**src/rtl/ysyx_23060203_pkg.sv**
```systemverilog
// rtl/ysyx_23060203_pkg.sv - shared encodings for the ysyx_23060203 decode stage
package ysyx_23060203_pkg;

  localparam logic [2:0] ALU_ADD = 3'b000;
  localparam logic [2:0] ALU_SHL = 3'b001;
  localparam logic [2:0] ALU_LTS = 3'b010;
  localparam logic [2:0] ALU_LTU = 3'b011;
  localparam logic [2:0] ALU_XOR = 3'b100;
  localparam logic [2:0] ALU_SHR = 3'b101;
  localparam logic [2:0] ALU_OR  = 3'b110;
  localparam logic [2:0] ALU_AND = 3'b111;

  localparam logic [6:0] OPC_OP     = 7'b0110011;
  localparam logic [6:0] OPC_OP_IMM = 7'b0010011;
  localparam logic [6:0] OPC_LUI    = 7'b0110111;
  localparam logic [6:0] OPC_AUIPC  = 7'b0010111;
  localparam logic [6:0] OPC_LOAD   = 7'b0000011;
  localparam logic [6:0] OPC_STORE  = 7'b0100011;
  localparam logic [6:0] OPC_BRANCH = 7'b1100011;
  localparam logic [6:0] OPC_JAL    = 7'b1101111;
  localparam logic [6:0] OPC_JALR   = 7'b1100111;

  localparam logic [1:0] WB_ALU = 2'd0;
  localparam logic [1:0] WB_MEM = 2'd1;
  localparam logic [1:0] WB_PC4 = 2'd2;

  // One decoded instruction as held in the output register.
  typedef struct packed {
    logic [31:0] alu_a;
    logic [31:0] alu_b;
    logic [2:0]  funct;
    logic        funcs;
    logic [31:0] pc;
    logic [31:0] imm;
    logic [31:0] rs2_val;
    logic [4:0]  rd;
    logic        rd_wen;
    logic [1:0]  wb_sel;
    logic        mem_ren;
    logic        mem_wen;
    logic [2:0]  mem_size;
    logic        br_en;
    logic [2:0]  br_cond;
    logic        jump;
    logic        jalr;
    logic        illegal;
  } idu_entry_t;

  // Register/immediate ALU ops reuse funct3 directly; spelled out so the
  // ALU encoding lives in exactly one place.
  function automatic logic [2:0] alu_op_of(input logic [2:0] f3);
    logic [2:0] op;
    case (f3)
      3'b000:  op = ALU_ADD;
      3'b001:  op = ALU_SHL;
      3'b010:  op = ALU_LTS;
      3'b011:  op = ALU_LTU;
      3'b100:  op = ALU_XOR;
      3'b101:  op = ALU_SHR;
      3'b110:  op = ALU_OR;
      default: op = ALU_AND;
    endcase
    return op;
  endfunction

endpackage

```
**src/rtl/ysyx_23060203_imm_gen.sv**
```systemverilog
// rtl/ysyx_23060203_imm_gen.sv - sign-extended immediate extraction by opcode
module ysyx_23060203_imm_gen
  import ysyx_23060203_pkg::*;
(
  input  logic [31:0] inst,
  output logic [31:0] imm
);

  // Pick the immediate format implied by the opcode; R-type and unknown give 0.
  always_comb begin
    imm = '0;
    case (inst[6:0])
      OPC_OP_IMM, OPC_LOAD, OPC_JALR:
        imm = {{20{inst[31]}}, inst[31:20]};
      OPC_STORE:
        imm = {{20{inst[31]}}, inst[31:25], inst[11:7]};
      OPC_BRANCH:
        imm = {{19{inst[31]}}, inst[31], inst[7], inst[30:25], inst[11:8], 1'b0};
      OPC_LUI, OPC_AUIPC:
        imm = {inst[31:12], 12'b0};
      OPC_JAL:
        imm = {{11{inst[31]}}, inst[31], inst[19:12], inst[20], inst[30:21], 1'b0};
      default:
        imm = '0;
    endcase
  end

endmodule

```
**src/rtl/ysyx_23060203_idu.sv**
```systemverilog
// rtl/ysyx_23060203_idu.sv - RV32I decode stage with one-entry output register
module ysyx_23060203_idu
  import ysyx_23060203_pkg::*;
(
  input  logic        clock,
  input  logic        rstn,
  input  logic        in_valid,
  output logic        in_ready,
  input  logic [31:0] in_inst,
  input  logic [31:0] in_pc,
  input  logic        flush,
  output logic [4:0]  rf_raddr1,
  output logic [4:0]  rf_raddr2,
  input  logic [31:0] rf_rdata1,
  input  logic [31:0] rf_rdata2,
  output logic        out_valid,
  input  logic        out_ready,
  output logic [31:0] out_alu_a,
  output logic [31:0] out_alu_b,
  output logic [2:0]  out_funct,
  output logic        out_funcs,
  output logic [31:0] out_pc,
  output logic [31:0] out_imm,
  output logic [31:0] out_rs2_val,
  output logic [4:0]  out_rd,
  output logic        out_rd_wen,
  output logic [1:0]  out_wb_sel,
  output logic        out_mem_ren,
  output logic        out_mem_wen,
  output logic [2:0]  out_mem_size,
  output logic        out_br_en,
  output logic [2:0]  out_br_cond,
  output logic        out_jump,
  output logic        out_jalr,
  output logic        out_illegal
);

  logic [6:0]  opcode;
  logic [2:0]  f3;
  logic [6:0]  f7;
  logic [4:0]  rd;
  logic [31:0] imm;
  logic        wr;
  logic        accept;
  idu_entry_t  dec;
  idu_entry_t  entry_d, entry_q;
  logic        valid_d, valid_q;

  assign opcode    = in_inst[6:0];
  assign f3        = in_inst[14:12];
  assign f7        = in_inst[31:25];
  assign rd        = in_inst[11:7];
  assign rf_raddr1 = in_inst[19:15];
  assign rf_raddr2 = in_inst[24:20];

  ysyx_23060203_imm_gen u_imm_gen (
    .inst (in_inst),
    .imm  (imm)
  );

  // Decode the presented instruction into an entry; illegal ones keep their
  // operands but have every side-effecting enable cleared.
  always_comb begin
    dec         = '0;
    wr          = 1'b0;
    dec.alu_a   = rf_rdata1;
    dec.alu_b   = imm;
    dec.funct   = ALU_ADD;
    dec.funcs   = 1'b0;
    dec.pc      = in_pc;
    dec.imm     = imm;
    dec.rs2_val = rf_rdata2;
    dec.rd      = rd;
    case (opcode)
      OPC_OP: begin
        dec.alu_b = rf_rdata2;
        dec.funct = alu_op_of(f3);
        wr        = 1'b1;
        if (f7 == 7'b0100000 && (f3 == 3'b000 || f3 == 3'b101)) dec.funcs = 1'b1;
        else if (f7 != 7'b0000000) dec.illegal = 1'b1;
      end
      OPC_OP_IMM: begin
        dec.funct = alu_op_of(f3);
        wr        = 1'b1;
        if (f3 == 3'b001) begin
          dec.illegal = (f7 != 7'b0000000);
        end else if (f3 == 3'b101) begin
          if (f7 == 7'b0100000) dec.funcs = 1'b1;
          else if (f7 != 7'b0000000) dec.illegal = 1'b1;
        end
      end
      OPC_LUI: begin
        dec.alu_a = '0;
        wr        = 1'b1;
      end
      OPC_AUIPC: begin
        dec.alu_a = in_pc;
        wr        = 1'b1;
      end
      OPC_LOAD: begin
        dec.mem_ren  = 1'b1;
        dec.mem_size = f3;
        dec.wb_sel   = WB_MEM;
        wr           = 1'b1;
        dec.illegal  = (f3 == 3'b011) || (f3[2:1] == 2'b11);
      end
      OPC_STORE: begin
        dec.mem_wen  = 1'b1;
        dec.mem_size = f3;
        dec.illegal  = (f3 > 3'b010);
      end
      OPC_BRANCH: begin
        dec.alu_b   = rf_rdata2;
        dec.br_en   = 1'b1;
        dec.br_cond = f3;
        case (f3[2:1])
          2'b00: dec.funcs   = 1'b1;
          2'b01: dec.illegal = 1'b1;
          2'b10: dec.funct   = ALU_LTS;
          default: dec.funct = ALU_LTU;
        endcase
      end
      OPC_JAL: begin
        dec.alu_a  = in_pc;
        dec.jump   = 1'b1;
        dec.wb_sel = WB_PC4;
        wr         = 1'b1;
      end
      OPC_JALR: begin
        dec.jump    = 1'b1;
        dec.jalr    = 1'b1;
        dec.wb_sel  = WB_PC4;
        wr          = 1'b1;
        dec.illegal = (f3 != 3'b000);
      end
      default: dec.illegal = 1'b1;
    endcase
    dec.rd_wen = wr && (rd != 5'd0);
    if (dec.illegal) begin
      dec.rd_wen  = 1'b0;
      dec.mem_ren = 1'b0;
      dec.mem_wen = 1'b0;
      dec.br_en   = 1'b0;
      dec.jump    = 1'b0;
    end
  end

  assign in_ready = !flush && (!valid_q || out_ready);
  assign accept   = in_valid && in_ready;

  // Output register next state: flush kills, accept loads, drain empties.
  always_comb begin
    entry_d = entry_q;
    valid_d = valid_q;
    if (flush) begin
      valid_d = 1'b0;
    end else if (accept) begin
      valid_d = 1'b1;
      entry_d = dec;
    end else if (out_ready) begin
      valid_d = 1'b0;
    end
  end

  // Output register with asynchronous clear.
  always_ff @(posedge clock or negedge rstn) begin
    if (!rstn) begin
      valid_q <= 1'b0;
      entry_q <= '0;
    end else begin
      valid_q <= valid_d;
      entry_q <= entry_d;
    end
  end

  assign out_valid    = valid_q;
  assign out_alu_a    = entry_q.alu_a;
  assign out_alu_b    = entry_q.alu_b;
  assign out_funct    = entry_q.funct;
  assign out_funcs    = entry_q.funcs;
  assign out_pc       = entry_q.pc;
  assign out_imm      = entry_q.imm;
  assign out_rs2_val  = entry_q.rs2_val;
  assign out_rd       = entry_q.rd;
  assign out_rd_wen   = entry_q.rd_wen;
  assign out_wb_sel   = entry_q.wb_sel;
  assign out_mem_ren  = entry_q.mem_ren;
  assign out_mem_wen  = entry_q.mem_wen;
  assign out_mem_size = entry_q.mem_size;
  assign out_br_en    = entry_q.br_en;
  assign out_br_cond  = entry_q.br_cond;
  assign out_jump     = entry_q.jump;
  assign out_jalr     = entry_q.jalr;
  assign out_illegal  = entry_q.illegal;

endmodule

```
**config.mk**
```make
export PLATFORM = sky130hd
export DESIGN_NAME = ysyx_23060203_idu
export DESIGN_NICKNAME = d
export VERILOG_FILES = /design/src/rtl/ysyx_23060203_pkg.sv /design/src/rtl/ysyx_23060203_imm_gen.sv /design/src/rtl/ysyx_23060203_idu.sv
export SDC_FILE = /design/constraint.sdc
export NUM_CORES = 1
export LEC_CHECK = 0
export CAP_MARGIN = 20
export CORE_MARGIN = 4
export CORE_UTILIZATION = 35
export DETAILED_ROUTE_END_ITERATION = 8
export PLACE_DENSITY = 0.66
export SLEW_MARGIN = 30
export SYNTH_ARGS = -nofsm -noshare
export SYNTH_HDL_FRONTEND = slang
export SYNTH_SLANG_ARGS = --single-unit
export TNS_END_PERCENT = 10
```
**constraint.sdc**
```tcl
create_clock -name clock -period 1.8 [get_ports clock]
set_input_delay 0.45 -clock clock [delete_from_list [all_inputs] [get_ports clock]]
set_output_delay 0.45 -clock clock [all_outputs]
set_load 0.1 [all_outputs]
```
==> out/qor.log, run 1 <==
qor: status.outcome finished, violations left
qor: status.violations negative setup slack
qor: critical_path.timing.reg2reg.setup_slack -0.06 ns
qor: critical_path.r2r-start out_valid
qor: cells_and_area.final_net_count 1435
qor: global_route.grt_pass1_vias 8479
qor: logic_synthesis.syn-num-nets 1027
qor: drt.detailroute.via_count 8361
qor: clock_tree.cts_root_buffer clkbuf_16
qor: timing.slew_headroom 0.7168
qor: drt.detailedRoute.firstPassIterationCount 5
qor: clock_tree.tritoncts built
qor: power.sequentialPowerShare 0.316
qor: floorplanning.fp.dieH 162.1 µm
qor: critical_path.endpoint_kind output port
qor: clock_tree.clock_sink_count 185
qor: logic_synthesis.synth_largest_area_cell dfrtp_1
qor: power.pwr-share-clk 0.221
qor: timing.timing.final.crit_period 1.921 ns
qor: placed_design.dp_hpwl 25.27 mm
qor: logic_synthesis.synth_flop_cell dfrtp_1
qor: logic_synthesis.async_reset_ff_frac 1.000
qor: logic_synthesis.synthesis.instances 894
qor: drt.drc 0
qor: timing.clock.fmax 520.7 MHz
qor: clock_tree.cts.clk_slew.worst_paths 0.08 ns
qor: worst_hold_path.holdCritPathClass in2reg
qor: logic_synthesis.synth.avg_cell_area 9.299 µm²
qor: placed_design.place.gp.congestion 0.9025
qor: logic_synthesis.mappedNetlistArea 0.008313 mm²
qor: critical_path.critPathRequiredTime 1.35 ns
qor: power.p_switching 7279 µW
qor: placed_design.buffer_ports.inserted 328
qor: cells_and_area.areaGrowthSynthToFinish 90.64%
qor: logic_synthesis.synth-simple-area-share 0.2231
qor: critical_path.reg2regPathDepth 6
qor: timing.setup_ws -0.1207 ns
qor: logic_synthesis.top_cells_by_area_synth dfrtp_1, nand2_1, nor2_1, a221oi_2, a21oi_1
qor: drt.final_routed_wirelength_across_all_metal_layers 33.18 mm
qor: floorplanning.floorplan.io_pins 329
qor: power.worst_ir_drop_vdd 0.6775 mV
qor: clock_tree.worstSkewPairLatency 0.43 ns
qor: logic_synthesis.netlist-cell-type-count 56
qor: global_route.antenna_found_initial 2
qor: power.totalPowerFinal 16470 µW
qor: drt.post_drt_wl_per_cell 20.28 µm
qor: cells_and_area.final_area 0.01585 mm²
qor: critical_path.path_max_fanout 3
qor: critical_path.worstSetupEndpoint in_ready
qor: logic_synthesis.synth-adder-area-share 0
qor: drt.detail-route-antenna-nets 0
qor: timing.final_slew_violations 0
qor: timing.setup_total_negative_slack -0.5361 ns
qor: cells_and_area.layout-drive-gt1-share 0.3346
qor: critical_path.worstPathArrival 1.47 ns
qor: clock_tree.ctsHtreeMaxLevel 4
qor: critical_path.worstSetupStartpointType register
qor: critical_path.timing.rr.end out_alu_a[6]
qor: global_route.globalRoute.totalOverflow 0
qor: placed_design.dp_slack -0.5784 ns
qor: floorplanning.chipWidth 162.1 µm
qor: logic_synthesis.synth_edf_count 0
qor: logic_synthesis.synthesis_warning_total 0
qor: global_route.global_route_total_usage_across_every_layer 0.2400
qor: power.power_leakage 0.007103 µW
qor: timing.tightest_slew 0.4248 ns
qor: global_route.grt_pass1_wl 49.01 mm
qor: critical_path.timing.critical_path.from out_valid
qor: job.max_cap_viol_count 0
qor: floorplanning.dieArea 0.02628 mm²
qor: timing.fin_crit_sh 1.067
qor: floorplanning.design.core.area 0.02340 mm²
qor: placed_design.place_area 0.01480 mm²
qor: logic_synthesis.synth_compound_gate_area_share 0.1684
qor: logic_synthesis.synth.mux.area_fraction 0.001204
qor: power.power.share.switching 0.4420
qor: timing.setup_viol 25
qor: timing.final.setup_skew 0.009143 ns
qor: timing.finalHoldViolCount 0
qor: critical_path.criticalPathCategory reg2out
qor: global_route.grt_start_max_net_pins 45
qor: clock_tree.cts_max_path_buffers 2
qor: drt.detailedRoute.firstIterationViolations 577
qor: logic_synthesis.ys_seq_elements 185
qor: floorplanning.initial_utilization 0.3552
qor: logic_synthesis.yosys.area_share.xor_xnor 0.002107
qor: power.internal_power 9189 µW
qor: timing.rsz0062_at_grt true
qor: power.combPwrFrac 0.463
qor: floorplanning.number_of_placement_rows 56
qor: logic_synthesis.synth_seq_area_share 0.5569
qor: drt.via_per_inst 5.111
qor: logic_synthesis.synth_top_family_by_area simple AND/OR/NAND/NOR gates
qor: clock_tree.cts_buffers 17
qor: worst_hold_path.min_delay_path_depth 3
qor: logic_synthesis.post-synth-top-area-fraction 0.5569
qor: power.power.density 1039 mW/mm²
power by group through the flow:
stage               registers (µW)  logic (µW)  clock network [µW]
floorplan                     8550         828                   0
global route                  5260        7840                3870
finish                        5200        7620                3650
global placement              5270        7480                   0
CTS                           5210        7570                3710
detailed placement            5290        7530                   0
layer usage:
metal	up-vias	GRT usage	part of all wire
met2	424	0.4020	0.49
li1	3818	-	-
met1	4046	0.2868	0.38
met4	0	0.1011	0.041
met3	73	0.07511	0.093
met5	-	0	0
through the flow:
step / cells / utilization / hold slack, ns
finish: 1636 / 0.6772 / 0.4942
global placement: 1593 / 0.6324 / 0.4174
detailed placement: 1593 / 0.6324 / 0.4267
floorplan: 894 / - / 0.1544
global route: 1636 / 0.6772 / 0.5059
CTS: 1627 / 0.6612 / 0.5349
logic make-up after synthesis:
kind of cell	after synthesis
and+or+nand+nor	442
AOI/OAI and AO/OA	189
DFF	185
buffers and inverters	75
xor gates and xnor gates	2
muxes	1
final cells by class:
| type | count | area [µm²] |
|---|---|---|
| well taps | 319 | 399.1 |
| diodes | 2 | 5.005 |
| inverters | 1 | 3.754 |
| repair buffers | 463 | 6685 |
| clock buffers | 18 | 429.2 |
| fillers | 1747 | 7555 |
| multi-input cells | 634 | 3556 |
| flip-flops and latches | 185 | 4633 |
| clock inverters | 14 | 136.4 |
cell usage after synthesis, drive strengths merged (3+ instances only):
library cell,count
a221oi,32
a31oi,9
o22ai,9
nand3,8
a21oi,55
buf,53
nor2,123
nand2,277
nor2b,5
clkbuf,21
a22o,5
nor3b,3
and3,7
dfrtp,185
nand4b,3
o21ai,54
a21o,8
a22oi,4
critical path, cell delays in order, from the launching register on:
cell     delay (ns)
dfrtp_4        0.48
nor2b_4        0.14
buf_6          0.12
nor2_4         0.10
buf_12         0.18
layout by cell type, fill, tap and decap left out, types with 5 or more instances in the layout:
cell / count
buf_12: 220
a22o_1: 5
nand3_1: 5
o21ai_1: 39
o21ai_0: 13
a21o_1: 8
a21oi_1: 42
clkbuf_16: 19
o22ai_1: 9
a31oi_1: 9
a221oi_4: 6
clkdlybuf4s50_1: 125
dlymetal6s2s_1: 5
nand2_1: 275
nor2_1: 120
a221oi_2: 26
a21oi_2: 12
and3_1: 5
dfrtp_1: 184
buf_6: 15
buf_4: 91
worst min path at each step:
stage / to / from / slack, ns
2_1_floorplan: out_alu_a[0] / rstn / 0.15
3_3_place_gp: out_pc[25] / rstn / 0.42
3_5_place_dp: out_alu_a[23] / rstn / 0.43
4_1_cts: out_alu_a[23] / rstn / 0.53
5_1_grt: out_jalr / in_inst[3] / 0.51
6_report: out_jalr / in_inst[3] / 0.49
state kept, by name (all words and copies together), names as in the netlist:
name	count
out_alu_a	32
out_alu_b	32
out_br_cond	3
out_br_en	1
out_funcs	1
out_funct	3
out_illegal	1
out_imm	32
out_jalr	1
out_jump	1
out_mem_ren	1
out_mem_size	3
out_mem_wen	1
out_pc	32
out_rd	5
out_rd_wen	1
out_rs2_val	32
out_valid	1
out_wb_sel	2
timing repair:
action / 4_1_cts / 5_1_grt
setup endpoints to repair: 86 / 104
pin swaps: 1 / 15
hold buffers: 1 / 0
buffers inserted: 0 / 4
resized for setup: 22 / 50
hold endpoints to repair: 38 / 0
gates cloned: 1 / 3
(Power assumes the default switching activity.)
==> run 2, diff against run 1 <==
--- a/config.mk
+++ b/config.mk
@@ -8,6 +8,7 @@
 export CAP_MARGIN = 20
 export CORE_MARGIN = 4
 export CORE_UTILIZATION = 35
+export CTS_CLUSTER_SIZE = 16
 export DETAILED_ROUTE_END_ITERATION = 8
 export PLACE_DENSITY = 0.66
 export SLEW_MARGIN = 30
==> results of run 2 <==
No change in the layout: final DEF, timing and power equal those of run 1.
==> run 3, diff against run 2 <==
==> constraint.sdc (replaced) <==
create_clock -name clock -period 2 [get_ports clock]
set_input_delay 0.5 -clock clock [delete_from_list [all_inputs] [get_ports clock]]
set_output_delay 0.5 -clock clock [all_outputs]
set_load 0.1 [all_outputs]
==> out/qor.log, run 3 (synthesis gave the netlist of run 1 again) <==
qor: critical_path.critical_path_buf_inv_count 3 [+1]
qor: power.worst_ir_drop_vdd 0.5313 mV [-22%]
qor: drt.post_drt_wl_per_cell 19.39 µm [-4.4%]
qor: timing.setup_viol 0 [-100%]
qor: critical_path.criticalPathCategory in2reg
qor: clock_tree.cts_max_path_buffers 2 [unchanged]
qor: drt.via_per_inst 4.908 [-4.0%]
qor: clock_tree.cts_buffers 17 [unchanged]
qor: cells_and_area.layout_common_cells nand2_1, dfrtp_1, buf_12
qor: clock_tree.ctsHtreeMaxLevel 4 [unchanged]
qor: status.outcome completed
qor: power.pwr-share-clk 0.230 [+0.009]
qor: timing.fin_crit_sh 0.9626
qor: floorplanning.floorplan.io_pins 329 [unchanged]
qor: timing.slew_headroom 0.6564 [-0.06038]
qor: power.power.density 972.2 mW/mm² [-6.4%]
qor: clock_tree.tritoncts built
qor: drt.detailedRoute.firstIterationViolations 528 [-8.5%]
qor: power.combPwrFrac 0.448 [-0.015]
qor: cells_and_area.final_net_count 1412 [-1.6%]
qor: critical_path.worstSetupStartpointType input pin
qor: floorplanning.design.core.area 0.02340 mm² [unchanged]
qor: cells_and_area.layout_commonest_cell nand2_1
qor: clock_tree.cts_root_buffer clkbuf_16
qor: timing.final_slew_violations 0 [unchanged]
qor: critical_path.critical_path.slowest_cell clkdlybuf4s50_1
qor: drt.detail-route-antenna-nets 0 [unchanged]
qor: critical_path.path_max_fanout 5 [+2]
qor: job.max_cap_viol_count 0 [unchanged]
qor: power.power.share.switching 0.4486 [+0.006611]
qor: global_route.grt_pass1_vias 8052 [-5.0%]
qor: placed_design.place_area 0.01404 mm² [-5.1%]
qor: floorplanning.fp.dieH 162.1 µm [unchanged]
qor: clock_tree.worstSkewPairLatency 0.43 ns [about the same]
qor: power.power_leakage 0.006644 µW [-6.5%]
qor: timing.final.setup_skew 0.01140 ns [+0.002258 ns]
qor: global_route.grt_start_max_net_pins 46 [+2.2%]
qor: floorplanning.dieArea 0.02628 mm² [unchanged]
qor: placed_design.place.gp.congestion 0.9018 [about the same]
qor: clock_tree.cts_post_setup_buffers_inserted 0 [unchanged]
qor: power.sequentialPowerShare 0.322 [+0.006]
qor: timing.setup_ws 0.07472 ns [+0.1954 ns]
qor: critical_path.worstPathArrival 2.24 ns [+0.77 ns]
qor: timing.finalHoldViolCount 0 [unchanged]
qor: global_route.globalRoute.totalOverflow 0 [unchanged]
qor: drt.drc 0 [unchanged]
qor: timing.tightest_slew 0.5154 ns [+0.09058 ns]
qor: cells_and_area.layout-drive-gt1-share 0.3111 [-0.02346]
qor: critical_path.critPathRequiredTime 2.31 ns [+0.96 ns]
qor: timing.timing.final.crit_period 1.925 ns
qor: critical_path.critPathMaxStageDelay 0.49 ns [about the same]
qor: placed_design.dp_slack -0.5483 ns [+0.03012 ns]
qor: floorplanning.chipWidth 162.1 µm [unchanged]
qor: power.p_switching 6393 µW [-12%]
qor: cells_and_area.areaGrowthSynthToFinish 76.32%
qor: global_route.grt_pass1_wl 47.91 mm [-2.3%]
qor: placed_design.dp_hpwl 24.44 mm [-3.3%]
qor: clock_tree.cts.clk_slew.worst_paths 0.07 ns [about the same]
qor: drt.detailedRoute.firstPassIterationCount 4 [-1]
qor: global_route.global_route_total_usage_across_every_layer 0.2331 [-0.006831]
qor: floorplanning.initial_utilization 0.3552 [unchanged]
qor: global_route.antenna_found_initial 1 [-1]
qor: placed_design.buffer_ports.inserted 328 [unchanged]
qor: critical_path.path_common_cell buf_4
qor: floorplanning.number_of_placement_rows 56 [unchanged]
qor: worst_hold_path.holdCritPathClass in2async
qor: critical_path.crit_path_cells clkdlybuf4s50_1 -> buf_4 -> nand4bb_4 -> nor2_2 -> o2111a_1 -> a31oi_1 -> buf_4 -> a32o_1
qor: timing.clock.fmax 519.4 MHz
qor: cells_and_area.final_area 0.01466 mm² [-7.5%]
qor: clock_tree.clock_sink_count 185 [unchanged]
qor: critical_path.critical_path.top_delay_family buffers and inverters
qor: timing.rsz0062_at_grt true
qor: cells_and_area.n_antenna_cell 0 [-2]
qor: critical_path.endpoint_kind register
qor: drt.final_routed_wirelength_across_all_metal_layers 31.24 mm [-5.8%]
qor: power.internal_power 7857 µW [-14%]
qor: drt.detailroute.via_count 7907 [-5.4%]
run 3: area by class of cell:
cell class              count  area, µm²
inverters                   1      3.754
repair buffers            440       5697
flip-flops and latches    185       4631
well taps                 319      399.1
clock buffers              18      429.2
multi-input cells         634       3362
clock inverters            14      136.4
fillers                  1944       8745
run 3: worst register-to-register path, cell delays in order, from the launching register on:
cell and delay (ns):
dfrtp_2 0.43, nor2b_4 0.16, or3b_4 0.42, buf_4 0.30, a21oi_1 0.26, a21oi_1 0.10
run 3: worst paths after layout:
kind                       slack (ns)  cells past startpoint        from            end
min                              0.01                      1        rstn     out_pc[25]
max reg2reg                      0.20                      5   out_valid   out_alu_b[0]
min reg2reg                      0.48                      2   out_pc[4]      out_pc[4]
max in group asynchronous        1.37                      2        rstn  out_alu_b[16]
min in group clock               0.48                      2   out_pc[4]      out_pc[4]
max                              0.07                      8  in_inst[3]     out_rd_wen
run 3: layer usage:
metal / wire, µm / part of all wire / vias to the layer above / GRT usage
met2: 15210 / 0.49 / 265 / 0.3891
met1: 13050 / 0.42 / 3846 / 0.2972
met4: 482 / 0.015 / 2 / 0.05690
met3: 2479 / 0.079 / 32 / 0.07359
li1: - / - / 3762 / -
met5: 14 / 0.00045 / - / 0
run 3: metrics by stage:
| stage | setup TNS, ns | hold WS [ns] | instances | power [µW] | util |
|---|---|---|---|---|---|
| global route | -0.003094 | 0.02633 | 1611 | 14720 | 0.6263 |
| global placement | -43.79 | 0.4580 | 1581 | 11020 | 0.5999 |
| floorplan | -0.08895 | 0.2044 | 894 | 8438 | - |
| detailed placement | -46.89 | 0.4631 | 1581 | 11070 | 0.5999 |
| finish | 0 | 0.01298 | 1611 | 14250 | 0.6263 |
| CTS | -0.05736 | 0.01431 | 1613 | 14360 | 0.6243 |
run 3: what timing repair did:
action / in CTS / in global routing
gates cloned: 0 / 0
hold buffers: 0 / 0
gates resized for setup: 3 / 12
setup endpoints to repair: 13 / 49
pin swaps: 0 / 4
run 3: power groups by stage:
stage / clock network [µW] / logic [µW] / registers (µW)
4_1_cts: 3340 / 6420 / 4600
6_report: 3270 / 6390 / 4590
2_1_floorplan: 0 / 741 / 7700
5_1_grt: 3480 / 6590 / 4650
3_3_place_gp: 0 / 6370 / 4650
3_5_place_dp: 0 / 6410 / 4670
